**src/rtl/tone_div_pkg.sv**
```systemverilog
// Shared constants, FSM state type and high-phase helper for the tone divider voices.
package tone_div_pkg;

  localparam int unsigned DIV_W_DEF = 24;
  localparam int unsigned MIN_DIV   = 2;
  localparam int unsigned DIV_MUTE  = 0;

  typedef enum logic {
    IDLE = 1'b0,
    RUN  = 1'b1
  } tone_state_e;

  // ceil(div/2) without forming div+1, so the all-ones divide value cannot wrap
  function automatic logic [63:0] high_len(input logic [63:0] div);
    return (div >> 1) + {63'd0, div[0]};
  endfunction

endpackage

```
**src/rtl/tone_divider.sv**
```systemverilog
// Runtime-programmable square-wave divider for one keyboard voice; pitch changes land on period boundaries.
// Optional O_TICK period strobe is built when TONE_DIVIDER_TICK_EN is defined.
module tone_divider
  import tone_div_pkg::*;
#(
  parameter int unsigned           DIV_W   = DIV_W_DEF,
  parameter logic [DIV_W-1:0]      RST_DIV = DIV_W'(DIV_MUTE)
) (
  input  logic             I_CLK,
  input  logic             I_RST,
  input  logic             I_EN,
  input  logic             I_LOAD,
  input  logic [DIV_W-1:0] I_DIV,
  output logic             O_CLK,
  output logic             O_PEND
`ifdef TONE_DIVIDER_TICK_EN
  ,
  output logic             O_TICK
`endif
);

  logic [DIV_W-1:0] cnt_q, cnt_d;
  logic [DIV_W-1:0] div_act_q, div_act_d;
  logic [DIV_W-1:0] div_pend_q, div_pend_d;
  logic             pend_v_q, pend_v_d;
  logic             clk_q, clk_d;
  logic [DIV_W-1:0] h_s;
  logic [DIV_W-1:0] last_s;
  tone_state_e      state_s;
`ifdef TONE_DIVIDER_TICK_EN
  logic             tick_q, tick_d;
`endif

  // The state is a pure decode of the active divide value and the enable
  always_comb begin
    state_s = IDLE;
    if (I_EN && (div_act_q >= DIV_W'(MIN_DIV))) begin
      state_s = RUN;
    end else begin
      state_s = IDLE;
    end
  end

  // Period arithmetic on the active divide value
  always_comb begin
    h_s    = DIV_W'(high_len(64'(div_act_q)));
    last_s = div_act_q - DIV_W'(1);
  end

  // Next-state logic: counting, load staging and boundary hand-over
  always_comb begin
    cnt_d      = cnt_q;
    div_act_d  = div_act_q;
    div_pend_d = div_pend_q;
    pend_v_d   = pend_v_q;
    clk_d      = 1'b0;
`ifdef TONE_DIVIDER_TICK_EN
    tick_d     = 1'b0;
`endif
    case (state_s)
      IDLE: begin
        cnt_d = '0;
        clk_d = 1'b0;
        if (I_LOAD) begin
          div_act_d = I_DIV;
          pend_v_d  = 1'b0;
        end else if (pend_v_q) begin
          div_act_d = div_pend_q;
          pend_v_d  = 1'b0;
        end else begin
          div_act_d = div_act_q;
        end
      end
      RUN: begin
        clk_d = (cnt_q < h_s);
`ifdef TONE_DIVIDER_TICK_EN
        tick_d = (cnt_q == '0);
`endif
        if (cnt_q == last_s) begin
          // A strobe on the boundary cycle bypasses the pending register
          cnt_d    = '0;
          pend_v_d = 1'b0;
          if (I_LOAD) begin
            div_act_d = I_DIV;
          end else if (pend_v_q) begin
            div_act_d = div_pend_q;
          end else begin
            div_act_d = div_act_q;
          end
        end else begin
          cnt_d = cnt_q + DIV_W'(1);
          if (I_LOAD) begin
            div_pend_d = I_DIV;
            pend_v_d   = 1'b1;
          end else begin
            div_pend_d = div_pend_q;
          end
        end
      end
      default: begin
        cnt_d = '0;
        clk_d = 1'b0;
      end
    endcase
  end

  // State and output registers with synchronous reset
  always_ff @(posedge I_CLK) begin
    if (I_RST) begin
      cnt_q      <= '0;
      div_act_q  <= RST_DIV;
      div_pend_q <= '0;
      pend_v_q   <= 1'b0;
      clk_q      <= 1'b0;
`ifdef TONE_DIVIDER_TICK_EN
      tick_q     <= 1'b0;
`endif
    end else begin
      cnt_q      <= cnt_d;
      div_act_q  <= div_act_d;
      div_pend_q <= div_pend_d;
      pend_v_q   <= pend_v_d;
      clk_q      <= clk_d;
`ifdef TONE_DIVIDER_TICK_EN
      tick_q     <= tick_d;
`endif
    end
  end

  assign O_CLK  = clk_q;
  assign O_PEND = pend_v_q;
`ifdef TONE_DIVIDER_TICK_EN
  assign O_TICK = tick_q;
`endif

endmodule

```
**config.mk**
```make
export PLATFORM = sky130hd
export DESIGN_NAME = tone_divider
export DESIGN_NICKNAME = d
export VERILOG_FILES = /design/src/rtl/tone_div_pkg.sv /design/src/rtl/tone_divider.sv
export SDC_FILE = /design/constraint.sdc
export NUM_CORES = 1
export LEC_CHECK = 0
export BUFFER_PORTS_ARGS = -buffer_cell sky130_fd_sc_hd__buf_4
export CORE_ASPECT_RATIO = 0.5
export CORE_UTILIZATION = 50
export DETAILED_ROUTE_END_ITERATION = 7
export PLACE_DENSITY = 0.69
export SYNTH_ARGS = -nofsm -noshare
export SYNTH_HDL_FRONTEND = slang
export SYNTH_SLANG_ARGS = --single-unit
```
**constraint.sdc**
```tcl
create_clock -name I_CLK -period 3.35 [get_ports I_CLK]
set_clock_uncertainty 0.1 [all_clocks]
set_input_delay 0.1675 -clock I_CLK [delete_from_list [all_inputs] [get_ports I_CLK]]
set_output_delay 0.1675 -clock I_CLK [all_outputs]
set_load 0.02 [all_outputs]
```
After elaboration in Yosys (flattened, before gate mapping)
Cells that the tools add are included.
{ "word_totals": {"latchBits": 0, "ff_bits": 74, "n_memories": 0, "in_bits": 28, "ramBits": 0, "mem_bits_ro": 0} }
{ "op_classes": {"n_addsub": 3, "bitwise": 2, "n_reduce_logical": 2, "n_eq_ne": 3, "mul": 0, "shifts": 0, "order_cmp": 2, "mux": 11, "div_mod_pow": 0} }
{ "op_table": {"columns": ["cell", "n"], "rows": [
  ["24-bit 2-to-1 mux", 4],
  ["24-bit one-hot mux with 2 select lines", 2],
  ["23-bit by 1-bit adder with 24-bit output", 1],
  ["24-bit by 1-bit adder with 24-bit output, second input constant", 1],
  ["24-bit equality test", 1],
  ["24-bit by 2-bit >= comparator with 1-bit output, second input constant", 1],
  ["24-bit less-than comparator", 1],
  ["24-bit by 1-bit subtractor with 24-bit output, second input constant", 1],
  ["1-bit one-hot mux with 2 select lines", 2],
  ["1-bit 2-to-1 mux", 3],
  ["3-bit by 2-bit inequality test with 1-bit output, second input constant", 1],
  ["3-bit AND reduction", 1],
  ["2-bit by 1-bit inequality test with 1-bit output, second input constant", 1],
  ["1-bit NOT", 2],
  ["1-bit logical AND", 1]
]} }

Depth between registers and ports, before layout
Gate-level depths: netlist of the first run.
{ "logic_depth": {"word_depth": 5, "ltp_mapped": 17, "ltp_nobuf": 17} }

Least setup slack after synthesis of the first run
OpenSTA, ideal clock, no wires.
{ "synth_timing": {"path_kind": "reg-to-reg", "from": "register div_act_q[9]", "to": "register cnt_q[16]", "required_ps": 3135, "path_stages_with_launch": 12, "arrival_ps": 3080, "setup_time_ps": 115, "setup_slack_ps": 55, "path_cell_list": "dfxtp_1 -> clkbuf_1 -> or3b_2 -> or4_1 -> a2111oi_0 -> nand4_1 -> or4_1 -> o31ai_4 -> or2_1 -> buf_2 -> buf_4 -> nor2_1"} }
{ "synth_between": {"elab_chain_len": 5, "elab_cells_between_ends": 8, "classes_between": "add/sub (1); order compare (1); eq/ne (1); mux (3); bitwise (1); reduce/logical (1)"} }
{ "synth_rtl": {"columns": ["element", "line_no", "source"], "rows": [
  ["start: declaration", "tone_divider.sv:23", "logic [DIV_W-1:0] div_act_q, div_act_d;"],
  ["start signal: assignment", "tone_divider.sv:120", "div_act_q <= div_act_d;"],
  ["branches (longest 4 deep; another with 24-bit by 1-bit subtractor with 24-bit output)", null, null],
  ["24-bit one-hot mux with 2 select lines *", "tone_divider.sv:60", "case (state_s)"],
  ["end signal: assignment", "tone_divider.sv:119", "cnt_q <= cnt_d;"],
  ["end: declaration", "tone_divider.sv:22", "logic [DIV_W-1:0] cnt_q, cnt_d;"]
]} }
Every way passes the cells marked *.
A chain may end at the register's enable or synchronous reset.

Worst setup path after layout of the first run
{ "layout_timing": {"from": "register div_act_q[0]", "to": "register cnt_q[11]"} }
The elaborated chain is that of the path after synthesis.

==> results of run 1 <==
critical path: stages, from the launching register on:
cell                        delay, ns
sky130_fd_sc_hd__dfxtp_2         0.33
sky130_fd_sc_hd__or4_4           0.53
sky130_fd_sc_hd__or3_4           0.36
sky130_fd_sc_hd__a2111oi_4       0.33
sky130_fd_sc_hd__nor3_1          0.10
sky130_fd_sc_hd__or4_4           0.56
sky130_fd_sc_hd__o31ai_4         0.38
sky130_fd_sc_hd__or2_1           0.20
sky130_fd_sc_hd__buf_12          0.17
sky130_fd_sc_hd__nor2_1          0.06
area by class of cell:
type / count / area share
Clock inverter: 7 / 0.01267
Inverter: 13 / 0.008098
Sequential cell: 74 / 0.2461
Clock buffer: 9 / 0.03738
Tap cell: 135 / 0.02803
Timing Repair Buffer: 65 / 0.08804
Multi-Input combinational cell: 493 / 0.5797
per-stage QoR:
step | cell area [µm²] | setup slack, ns | setup TNS [ns]
final | 6026 | 0.1164 | 0
after global routing | 6026 | -0.02831 | -0.2918
after CTS | 5943 | 0.01358 | 0
after detailed placement | 5622 | 0.02332 | 0
after global placement | 5622 | 0.07797 | 0
after floorplan | 5140 | 0.05495 | 0
synthesized netlist by cell type, types with 2 or more instances:
master | number | area (µm²)
sky130_fd_sc_hd__ha_1 | 28 | 350.3
sky130_fd_sc_hd__and3_1 | 12 | 75.07
sky130_fd_sc_hd__nand4_1 | 13 | 81.33
sky130_fd_sc_hd__buf_2 | 8 | 40.04
sky130_fd_sc_hd__dfxtp_1 | 74 | 1481
sky130_fd_sc_hd__nor2_1 | 48 | 180.2
sky130_fd_sc_hd__a2111oi_0 | 2 | 17.52
sky130_fd_sc_hd__or3_1 | 6 | 37.54
sky130_fd_sc_hd__o211ai_1 | 3 | 22.52
sky130_fd_sc_hd__a21o_1 | 6 | 45.04
sky130_fd_sc_hd__nor2b_1 | 5 | 31.28
sky130_fd_sc_hd__o31ai_1 | 3 | 22.52
sky130_fd_sc_hd__clkbuf_1 | 31 | 116.4
sky130_fd_sc_hd__a21oi_1 | 11 | 55.05
sky130_fd_sc_hd__inv_1 | 13 | 48.80
sky130_fd_sc_hd__buf_4 | 2 | 15.01
sky130_fd_sc_hd__nor4_2 | 2 | 25.02
sky130_fd_sc_hd__mux2i_1 | 26 | 260.3
sky130_fd_sc_hd__or3b_2 | 2 | 17.52
sky130_fd_sc_hd__nand2_1 | 25 | 93.84
sky130_fd_sc_hd__a211oi_1 | 4 | 30.03
sky130_fd_sc_hd__or4_1 | 5 | 37.54
sky130_fd_sc_hd__buf_6 | 2 | 22.52
sky130_fd_sc_hd__nor3_1 | 15 | 75.07
sky130_fd_sc_hd__xor2_1 | 36 | 315.3
sky130_fd_sc_hd__nor4_1 | 2 | 12.51
sky130_fd_sc_hd__a22oi_1 | 24 | 180.2
sky130_fd_sc_hd__xnor2_1 | 37 | 324.1
sky130_fd_sc_hd__nand3b_1 | 25 | 187.7
sky130_fd_sc_hd__nand2b_1 | 76 | 475.5
sky130_fd_sc_hd__nand3_1 | 25 | 125.1
sky130_fd_sc_hd__o21ai_0 | 34 | 170.2
layer usage:
layer	up-vias	track usage	routed length (µm)
met5	-	0	0
met4	0	0.04211	70
met3	6	0.05093	601
met2	100	0.3483	4869
met1	2064	0.3550	6455
li1	2234	-	-
placed cells by master, fill, tap and decap left out, types with 9 or more instances in the layout:
master	instances
sky130_fd_sc_hd__a21oi_1	11
sky130_fd_sc_hd__a22oi_1	24
sky130_fd_sc_hd__and3_1	12
sky130_fd_sc_hd__buf_4	60
sky130_fd_sc_hd__clkbuf_16	9
sky130_fd_sc_hd__dfxtp_1	73
sky130_fd_sc_hd__ha_1	27
sky130_fd_sc_hd__inv_1	13
sky130_fd_sc_hd__mux2i_1	26
sky130_fd_sc_hd__nand2_1	25
sky130_fd_sc_hd__nand2b_1	76
sky130_fd_sc_hd__nand3_1	24
sky130_fd_sc_hd__nand3b_1	25
sky130_fd_sc_hd__nand4_1	13
sky130_fd_sc_hd__nor2_1	46
sky130_fd_sc_hd__nor3_1	15
sky130_fd_sc_hd__o21ai_0	33
sky130_fd_sc_hd__xnor2_1	37
sky130_fd_sc_hd__xor2_1	36
where the power goes:
part | total (mW) | internal, mW | switching [mW] | leakage, nW
registers | 0.967 | 0.925 | 0.0419 | 0.606
logic | 0.539 | 0.252 | 0.287 | 1.63
clock network | 0.989 | 0.582 | 0.407 | 0.142
total | 2.49 | 1.76 | 0.735 | 2.38
logic make-up after synthesis:
kind of cell    Yosys count  share of synthesized area
flops                    74                     0.2882
xor+xnor                 73                     0.1244
fa+ha+maj                28                    0.06816
mux                      26                    0.05063
compound gates           96                     0.1234
buf+inv                  57                    0.04795
simple gates            270                     0.2972
sequential cells by signal, summed over array words and instances, names as in the netlist:
name / cells
cnt_q: 24
div_act_q: 24
div_pend_q: 24
O_CLK: 1
O_PEND: 1
worst min-delay path by stage:
stage                         start                           to  cells past startpoint
final                      I_DIV[2]   div_pend_q[2]$_SDFFE_PP0P_                      3
after global routing       I_DIV[8]   div_pend_q[8]$_SDFFE_PP0P_                      3
after CTS                 I_DIV[20]  div_pend_q[20]$_SDFFE_PP0P_                      3
after detailed placement  I_DIV[23]  div_pend_q[23]$_SDFFE_PP0P_                      3
after global placement    I_DIV[19]  div_pend_q[19]$_SDFFE_PP0P_                      3
after floorplan            I_DIV[0]   div_pend_q[0]$_SDFFE_PP0P_                      2
repair_timing:
action,4_1_cts,5_1_grt
hold endpoints to repair,2,0
hold buffers,2,0
resized for setup,0,19
endpoints found under the setup margin,0,74
==> reports/metrics.json, run 1 <==
{
  "drt": {
    "routed_via_count_divided_by_cell_count": 5.533,
    "detailed_routing_iterations_pass_1": 6,
    "routedWlPerCell_um": 15.07,
    "drc_errors": 0,
    "via_count": 4404,
    "postRouteAntennaNets": 0,
    "totalWireLength_um": 12000,
    "drt-initial-drc-count": 360
  },
  "flow_run": {
    "drv.max_cap_violation_count": 0
  },
  "floorplanning": {
    "start_util": 0.5301,
    "rows": 25,
    "coreArea_um2": 9697,
    "io_pins": 30,
    "vertical_die_dimension_um": 73.70,
    "die_area_um2": 10710,
    "die-width_um": 145.4
  },
  "worst_setup_path": {
    "ff2ff_path_depth": 9,
    "path_max_fanout": 24,
    "crit_end": "cnt_q[11]$_SDFF_PP0_",
    "worstPathArrival_ns": 3.35,
    "critical_path.reg2reg.startpoint": "div_act_q[0]$_SDFFE_PP0P_",
    "timing.critical_path.from": "div_act_q[0]$_SDFFE_PP0P_",
    "worstSetupPathType": "reg2reg",
    "reg2reg_to": "cnt_q[11]$_SDFF_PP0_",
    "startpoint_class_of_the_critical_path": "register",
    "worst-endpoint-required_ns": 3.47,
    "timing.critical_path.to_type": "register",
    "reg2reg_slack_ns": 0.12
  },
  "cells_and_area": {
    "diodes": 0,
    "share_of_final_layout_standard_cells_stronger_than_drive_strength_1": 0.1528,
    "final_net_count": 712,
    "fillCellCount": 892,
    "synthToLayoutAreaGrowth_pct": 17.23,
    "final_core_util": 0.6214,
    "area_taken_by_multi_input_logic_gates_um2": 3493,
    "seqCellArea_um2": 1483,
    "fin_cells": 796
  },
  "logic_synthesis": {
    "ys_async_sr_fraction": 0,
    "synth_enable_flop_cells": 0,
    "postSynthNetCount": 680,
    "synth_seq_area_share": 0.2882,
    "ys_seq_elements": 74,
    "synthFlopType": "sky130_fd_sc_hd__dfxtp_1",
    "synth_area_per_inst_um2": 8.237,
    "synthCells": 624,
    "ys_warn_count": 0,
    "synth_cell_type_count": 51,
    "synth_area_um2": 5140
  },
  "min_path": {
    "holdCritPathClass": "in2reg"
  },
  "clocking": {
    "clk_pin_slew_worst_paths_ns": 0.06,
    "clk_path_buf_depth": 2,
    "cts_max_level": 3,
    "tritoncts": "yes",
    "clk_root_buffer_cell": "sky130_fd_sc_hd__clkbuf_16",
    "clkSinkCount": 74,
    "cts_post_setup_buffers_inserted": 0,
    "clock_latency_ns": 0.33,
    "cts_inserted_buffers": 9
  },
  "placed_design": {
    "gp_congestion": 0.9102,
    "placed_cells": 778,
    "port_buffers": 29,
    "detailed_placement_hpwl_um": 8732
  },
  "global_route": {
    "grt-ovfl-total": 0,
    "grt_max_degree": 77,
    "grt_first_pass_wirelength_um": 20080,
    "gr-usage-all-layers": 0.2374,
    "grt_pass1_vias": 3966,
    "antenna_found_initial": 0
  },
  "sta": {
    "slew_violations": 0,
    "final-setup-viol-count": 0,
    "post-route-min-period_ns": 3.234,
    "period_share": 0.9652,
    "timing_hold_violations_final": 0,
    "tightest_slew_ns": 0.5738,
    "slew_headroom": 0.6169,
    "maxClockFrequency_ghz": 0.3093,
    "holdWs_ns": 0.009051
  },
  "power_and_ir_drop": {
    "peakVddDrop_mv": 0.2998,
    "total_power_mw": 2.495,
    "total_leakage_power_nw": 2.378,
    "power_density_nw_per_um2": 414.0
  },
  "run_status": {
    "run_status": "finished clean"
  }
}
(Power assumes the default switching activity.)
==> run 2, diff against run 1 <==
--- a/config.mk
+++ b/config.mk
@@ -10,6 +10,7 @@
 export CORE_UTILIZATION = 50
 export DETAILED_ROUTE_END_ITERATION = 7
 export PLACE_DENSITY = 0.69
+export RECOVER_POWER = 100
 export SYNTH_ARGS = -nofsm -noshare
 export SYNTH_HDL_FRONTEND = slang
 export SYNTH_SLANG_ARGS = --single-unit
==> reports/metrics.json, run 2 (same netlist as run 1, synthesis figures left out) <==
{
  "run_status": {
    "run_status": "finished clean"
  },
  "worst_setup_path": {
    "ff2ff_path_depth": 9,
    "path_max_fanout": 24,
    "reg2reg_to": "cnt_q[11]$_SDFF_PP0_",
    "startpoint_class_of_the_critical_path": "register",
    "reg2reg_slack_ns": 0.12,
    "worstSetupPathType": "reg2reg",
    "worstPathArrival_ns": 3.36,
    "timing.critical_path.cells": "or4_4 -> or3_4 -> a2111oi_4 -> nor3_1 -> or4_4 -> o31ai_4 -> or2_1 -> buf_12 -> nor2_1",
    "worst-endpoint-required_ns": 3.47,
    "timing.critical_path.to_type": "register",
    "crit_path_frequent_cell": "sky130_fd_sc_hd__or4_4",
    "worst_path_max_delay_cell": "sky130_fd_sc_hd__or4_4",
    "crit_path_max_incr_delay_ns": 0.56,
    "critical_path.reg2reg.startpoint": "div_act_q[0]$_SDFFE_PP0P_"
  },
  "global_route": {
    "grt_first_pass_wirelength_um": 20080,
    "grt-ovfl-total": 0,
    "grt_pass1_vias": 3966,
    "grt_max_degree": 77,
    "antenna_found_initial": 0,
    "gr-usage-all-layers": 0.2374
  },
  "drt": {
    "detailed_routing_iterations_pass_1": 5,
    "routedWlPerCell_um": 15.11,
    "via_count": 4382,
    "drc_errors": 0,
    "postRouteAntennaNets": 0,
    "routed_via_count_divided_by_cell_count": 5.505,
    "drt-initial-drc-count": 355,
    "totalWireLength_um": 12020
  },
  "sta": {
    "tightest_slew_ns": 0.5622,
    "post-route-min-period_ns": 3.234,
    "period_share": 0.9655,
    "slew_headroom": 0.6248,
    "final-setup-viol-count": 0,
    "maxClockFrequency_ghz": 0.3092,
    "post_route_setup_slack_ns": 0.1157,
    "slew_violations": 0,
    "timing_hold_violations_final": 0
  },
  "power_and_ir_drop": {
    "peakVddDrop_mv": 0.2994,
    "power_density_nw_per_um2": 415.1,
    "total_power_mw": 2.491,
    "total_leakage_power_nw": 2.363
  },
  "clocking": {
    "tritoncts": "yes",
    "clkSinkCount": 74,
    "cts_max_level": 3,
    "cts_inserted_buffers": 9,
    "clk_root_buffer_cell": "sky130_fd_sc_hd__clkbuf_16",
    "clk_pin_slew_worst_paths_ns": 0.06,
    "clk_path_buf_depth": 2,
    "clock_latency_ns": 0.33
  },
  "placed_design": {
    "detailedPlace.worstSlack_ns": 0.02332,
    "placed_cells": 778,
    "detailed_placement_hpwl_um": 8732,
    "gp_congestion": 0.9102,
    "port_buffers": 29
  },
  "cells_and_area": {
    "share_of_final_layout_standard_cells_stronger_than_drive_strength_1": 0.1498,
    "final_net_count": 712,
    "biggestRegsByFlops": "cnt_q (24), div_act_q (24), div_pend_q (24)",
    "final_cell_mix": "76 x sky130_fd_sc_hd__nand2b_1, 73 x sky130_fd_sc_hd__dfxtp_1, 58 x sky130_fd_sc_hd__buf_4, 46 x sky130_fd_sc_hd__nor2_1, 37 x sky130_fd_sc_hd__xnor2_1",
    "mostFrequentLayoutCell": "sky130_fd_sc_hd__nand2b_1",
    "fin_cells": 796,
    "synthToLayoutAreaGrowth_pct": 16.75,
    "diodes": 0
  },
  "floorplanning": {
    "die_area_um2": 10710,
    "coreArea_um2": 9697,
    "start_util": 0.5301,
    "vertical_die_dimension_um": 73.70,
    "rows": 25,
    "die-width_um": 145.4,
    "io_pins": 30
  },
  "flow_run": {
    "drv.max_cap_violation_count": 0
  },
  "min_path": {
    "timing.hold.worst_endpoint": "div_pend_q[2]$_SDFFE_PP0P_",
    "hold_path_startpoint": "I_DIV[2]",
    "holdCritPathClass": "in2reg",
    "whs_path_depth": 3
  }
}
run 2: cell count changes in the layout (fill, tap and decap cells not counted), sizes merged:
cell	previous run	this run
buf	63	61
clkbuf	9	11
run 2: layout make-up:
type | count | area [µm²]
clock inverters | 7 | 76.32
clock buffers | 9 | 225.2
well taps | 135 | 168.9
flip-flops and latches | 74 | 1483
repair buffers | 65 | 505.5
fillers | 897 | 3696
multi-input cells | 493 | 3493
inverters | 13 | 48.80
run 2: routing by layer:
metal / routed length [µm] / vias up / track usage
li1: - / 2232 / -
met1: 6397 / 2035 / 0.3550
met2: 4895 / 109 / 0.3483
met3: 660 / 6 / 0.05093
met4: 70 / 0 / 0.04211
met5: 0 / - / 0
run 2: worst max-delay path: cells and delay by family (launching register included):
| kind | cells | cell delay, ns |
|---|---|---|
| buf+inv | 1 | 0.17 |
| compound gates | 2 | 0.72 |
| simple gates | 6 | 1.81 |
| flops | 1 | 0.33 |
run 2: power breakdown:
group          leakage, nW  switching, mW  total, mW  internal, mW
clock network        0.142          0.407      0.989         0.582
logic                 1.61          0.287      0.535         0.249
registers            0.606         0.0416      0.966         0.925
total                 2.36          0.735       2.49          1.76
run 2: worst max-delay path by stage:
stage | start | end | slack [ns] | depth (start not counted)
2_1_floorplan | div_act_q[9]$_SDFFE_PP0P_ | cnt_q[16]$_SDFF_PP0_ | 0.05 | 11
3_3_place_gp | div_act_q[0]$_SDFFE_PP0P_ | O_CLK$_SDFF_PP0_ | 0.08 | 17
3_5_place_dp | div_act_q[0]$_SDFFE_PP0P_ | O_CLK$_SDFF_PP0_ | 0.02 | 17
4_1_cts | div_act_q[0]$_SDFFE_PP0P_ | O_CLK$_SDFF_PP0_ | 0.01 | 17
5_1_grt | div_act_q[1]$_SDFFE_PP0P_ | O_CLK$_SDFF_PP0_ | -0.02 | 17
6_report | div_act_q[0]$_SDFFE_PP0P_ | cnt_q[11]$_SDFF_PP0_ | 0.12 | 9
run 2: what timing repair did:
| item | CTS | global route |
|---|---|---|
| resized for setup | 0 | 19 |
| endpoints found under the hold margin | 2 | 0 |
| hold buffers | 2 | 0 |
| endpoints found under the setup margin | 0 | 74 |
| setup buffers | 0 | 0 |
run 2: through the flow:
| stage | utilization | TNS (ns) | hold WS, ns | area [µm²] |
|---|---|---|---|---|
| after floorplan | - | 0 | 0.2228 | 5140 |
| after global placement | 0.5797 | 0 | 0.3423 | 5622 |
| after detailed placement | 0.5797 | 0 | 0.3537 | 5622 |
| after CTS | 0.6129 | 0 | 0.001024 | 5943 |
| after global routing | 0.6188 | -0.2332 | 0.005213 | 6001 |
| final | 0.6188 | 0 | 0.006404 | 6001 |
==> run 3, diff against run 2 <==
--- a/config.mk
+++ b/config.mk
@@ -9,7 +9,7 @@
 export CORE_ASPECT_RATIO = 0.5
 export CORE_UTILIZATION = 50
 export DETAILED_ROUTE_END_ITERATION = 7
-export PLACE_DENSITY = 0.69
+export PLACE_DENSITY = 0.78
 export RECOVER_POWER = 100
 export SYNTH_ARGS = -nofsm -noshare
 export SYNTH_HDL_FRONTEND = slang
==> reports/metrics.json, run 3 (same netlist as run 1, synthesis figures left out) <==
{
  "run_status": {
    "run_status": "finished clean"
  },
  "clocking": {
    "tritoncts": "yes",
    "clk_path_buf_depth": 2,
    "clk_root_buffer_cell": "sky130_fd_sc_hd__clkbuf_16",
    "cts_inserted_buffers": 9,
    "clkSinkCount": 74,
    "cts_max_level": 3,
    "clk_pin_slew_worst_paths_ns": 0.07,
    "clock_latency_ns": 0.34
  },
  "floorplanning": {
    "rows": 25,
    "die-width_um": 145.4,
    "coreArea_um2": 9697,
    "vertical_die_dimension_um": 73.70,
    "io_pins": 30,
    "die_area_um2": 10710,
    "start_util": 0.5301
  },
  "worst_setup_path": {
    "worstSetupPathType": "reg2reg",
    "cp.buffers_inverters": 2,
    "path_max_fanout": 24,
    "timing.critical_path.cells": "or3_1 -> or4_1 -> a2111oi_2 -> nand4_1 -> or4_4 -> o31ai_4 -> buf_4 -> nor2_1 -> buf_12 -> mux2i_1",
    "worst_path_max_delay_cell": "sky130_fd_sc_hd__or4_1",
    "timing.critical_path.to_type": "register",
    "crit_path_max_incr_delay_ns": 0.55,
    "timing.critical_path.max_delay_family": "simple AND/OR/NAND/NOR gates",
    "worst-endpoint-required_ns": 3.48,
    "startpoint_class_of_the_critical_path": "register",
    "worstPathArrival_ns": 3.32,
    "reg2reg_slack_ns": 0.16
  },
  "flow_run": {
    "drv.max_cap_violation_count": 0
  },
  "sta": {
    "post-route-min-period_ns": 3.191,
    "maxClockFrequency_ghz": 0.3134,
    "post_route_setup_slack_ns": 0.1595,
    "period_share": 0.9524,
    "fin_tns_setup_ns": 0,
    "slew_headroom": 0.4955,
    "timing_hold_violations_final": 0,
    "holdWs_ns": 0.001511,
    "tightest_slew_ns": 0.7567,
    "final-setup-viol-count": 0,
    "rsz0062_at_grt": "false",
    "slew_violations": 0
  },
  "placed_design": {
    "detailedPlace.worstSlack_ns": 0.09401,
    "dpl-instance-area_um2": 5637,
    "detailed_placement_hpwl_um": 9076,
    "gp_congestion": 0.9261,
    "port_buffers": 29,
    "placed_cells": 780
  },
  "power_and_ir_drop": {
    "total_leakage_power_nw": 2.388,
    "peakVddDrop_mv": 0.2670,
    "total_power_mw": 2.449,
    "power_density_nw_per_um2": 404.4
  },
  "global_route": {
    "grt_first_pass_wirelength_um": 20540,
    "grt_pass1_vias": 4126,
    "grt-ovfl-total": 0,
    "grt_max_degree": 77,
    "gr-usage-all-layers": 0.2441,
    "antenna_found_initial": 0
  },
  "cells_and_area": {
    "final_core_util": 0.6245,
    "final_net_count": 721,
    "share_of_final_layout_standard_cells_stronger_than_drive_strength_1": 0.1478,
    "layout.cell_area.non_filler_um2": 6056,
    "fin_cells": 805,
    "final_cell_mix": "76 x sky130_fd_sc_hd__nand2b_1, 73 x sky130_fd_sc_hd__dfxtp_1, 59 x sky130_fd_sc_hd__buf_4, 46 x sky130_fd_sc_hd__nor2_1",
    "mostFrequentLayoutCell": "sky130_fd_sc_hd__nand2b_1",
    "diodes": 0,
    "biggestRegsByFlops": "cnt_q (24), div_act_q (24), div_pend_q (24)",
    "synthToLayoutAreaGrowth_pct": 17.82
  },
  "drt": {
    "drc_errors": 0,
    "routedWlPerCell_um": 15.67,
    "routed_via_count_divided_by_cell_count": 5.682,
    "drt-initial-drc-count": 303,
    "totalWireLength_um": 12610,
    "via_count": 4574,
    "postRouteAntennaNets": 0,
    "detailed_routing_iterations_pass_1": 5
  },
  "min_path": {
    "holdCritPathClass": "in2reg"
  }
}
-- run 3: final timing paths --
| kind | start | end | cells after the start |
|---|---|---|---|
| max | div_act_q[11]$_SDFFE_PP0P_ | div_pend_q[11]$_SDFFE_PP0P_ | 10 |
| min | I_DIV[23] | div_pend_q[23]$_SDFFE_PP0P_ | 3 |
| max reg2reg | div_act_q[11]$_SDFFE_PP0P_ | div_pend_q[11]$_SDFFE_PP0P_ | 10 |
| min reg2reg | div_pend_q[23]$_SDFFE_PP0P_ | div_pend_q[23]$_SDFFE_PP0P_ | 2 |
-- run 3: worst min-delay path, stage by stage --
cell	delay, ns
sky130_fd_sc_hd__buf_4	0.11
sky130_fd_sc_hd__nand2b_1	0.06
sky130_fd_sc_hd__mux2i_1	0.06
-- run 3: power breakdown --
group	internal, mW	total (mW)	switching, mW	leakage (nW)
Sequential	0.925	0.965	0.0405	0.606
Clock	0.513	0.933	0.420	0.131
Combinational	0.257	0.551	0.294	1.65
Total	1.69	2.45	0.754	2.39
-- run 3: final cells by class --
cell class	count	area [µm²]
clock buffer	9	225.2
clock inverter	7	60.06
fill	830	3641
inverter	13	48.80
multi-input combinational	493	3466
sequential	74	1483
tap	135	168.9
timing repair buffer	74	604.3
-- run 3: routing by layer --
metal | global-route usage | wire length [µm] | up-vias
li1 | - | - | 2254
met2 | 0.3937 | 5504 | 156
met1 | 0.3353 | 6180 | 2145
met3 | 0.05031 | 774 | 19
met5 | 0 | 0 | -
met4 | 0.05965 | 153 | 0
-- run 3: repair_timing --
| action | in CTS | in global routing |
|---|---|---|
| hold buffers | 8 | 0 |
| endpoints found under the hold margin | 8 | 0 |
| buffers inserted | 0 | 1 |
| gates resized for setup | 0 | 18 |
| setup endpoints to repair | 0 | 50 |
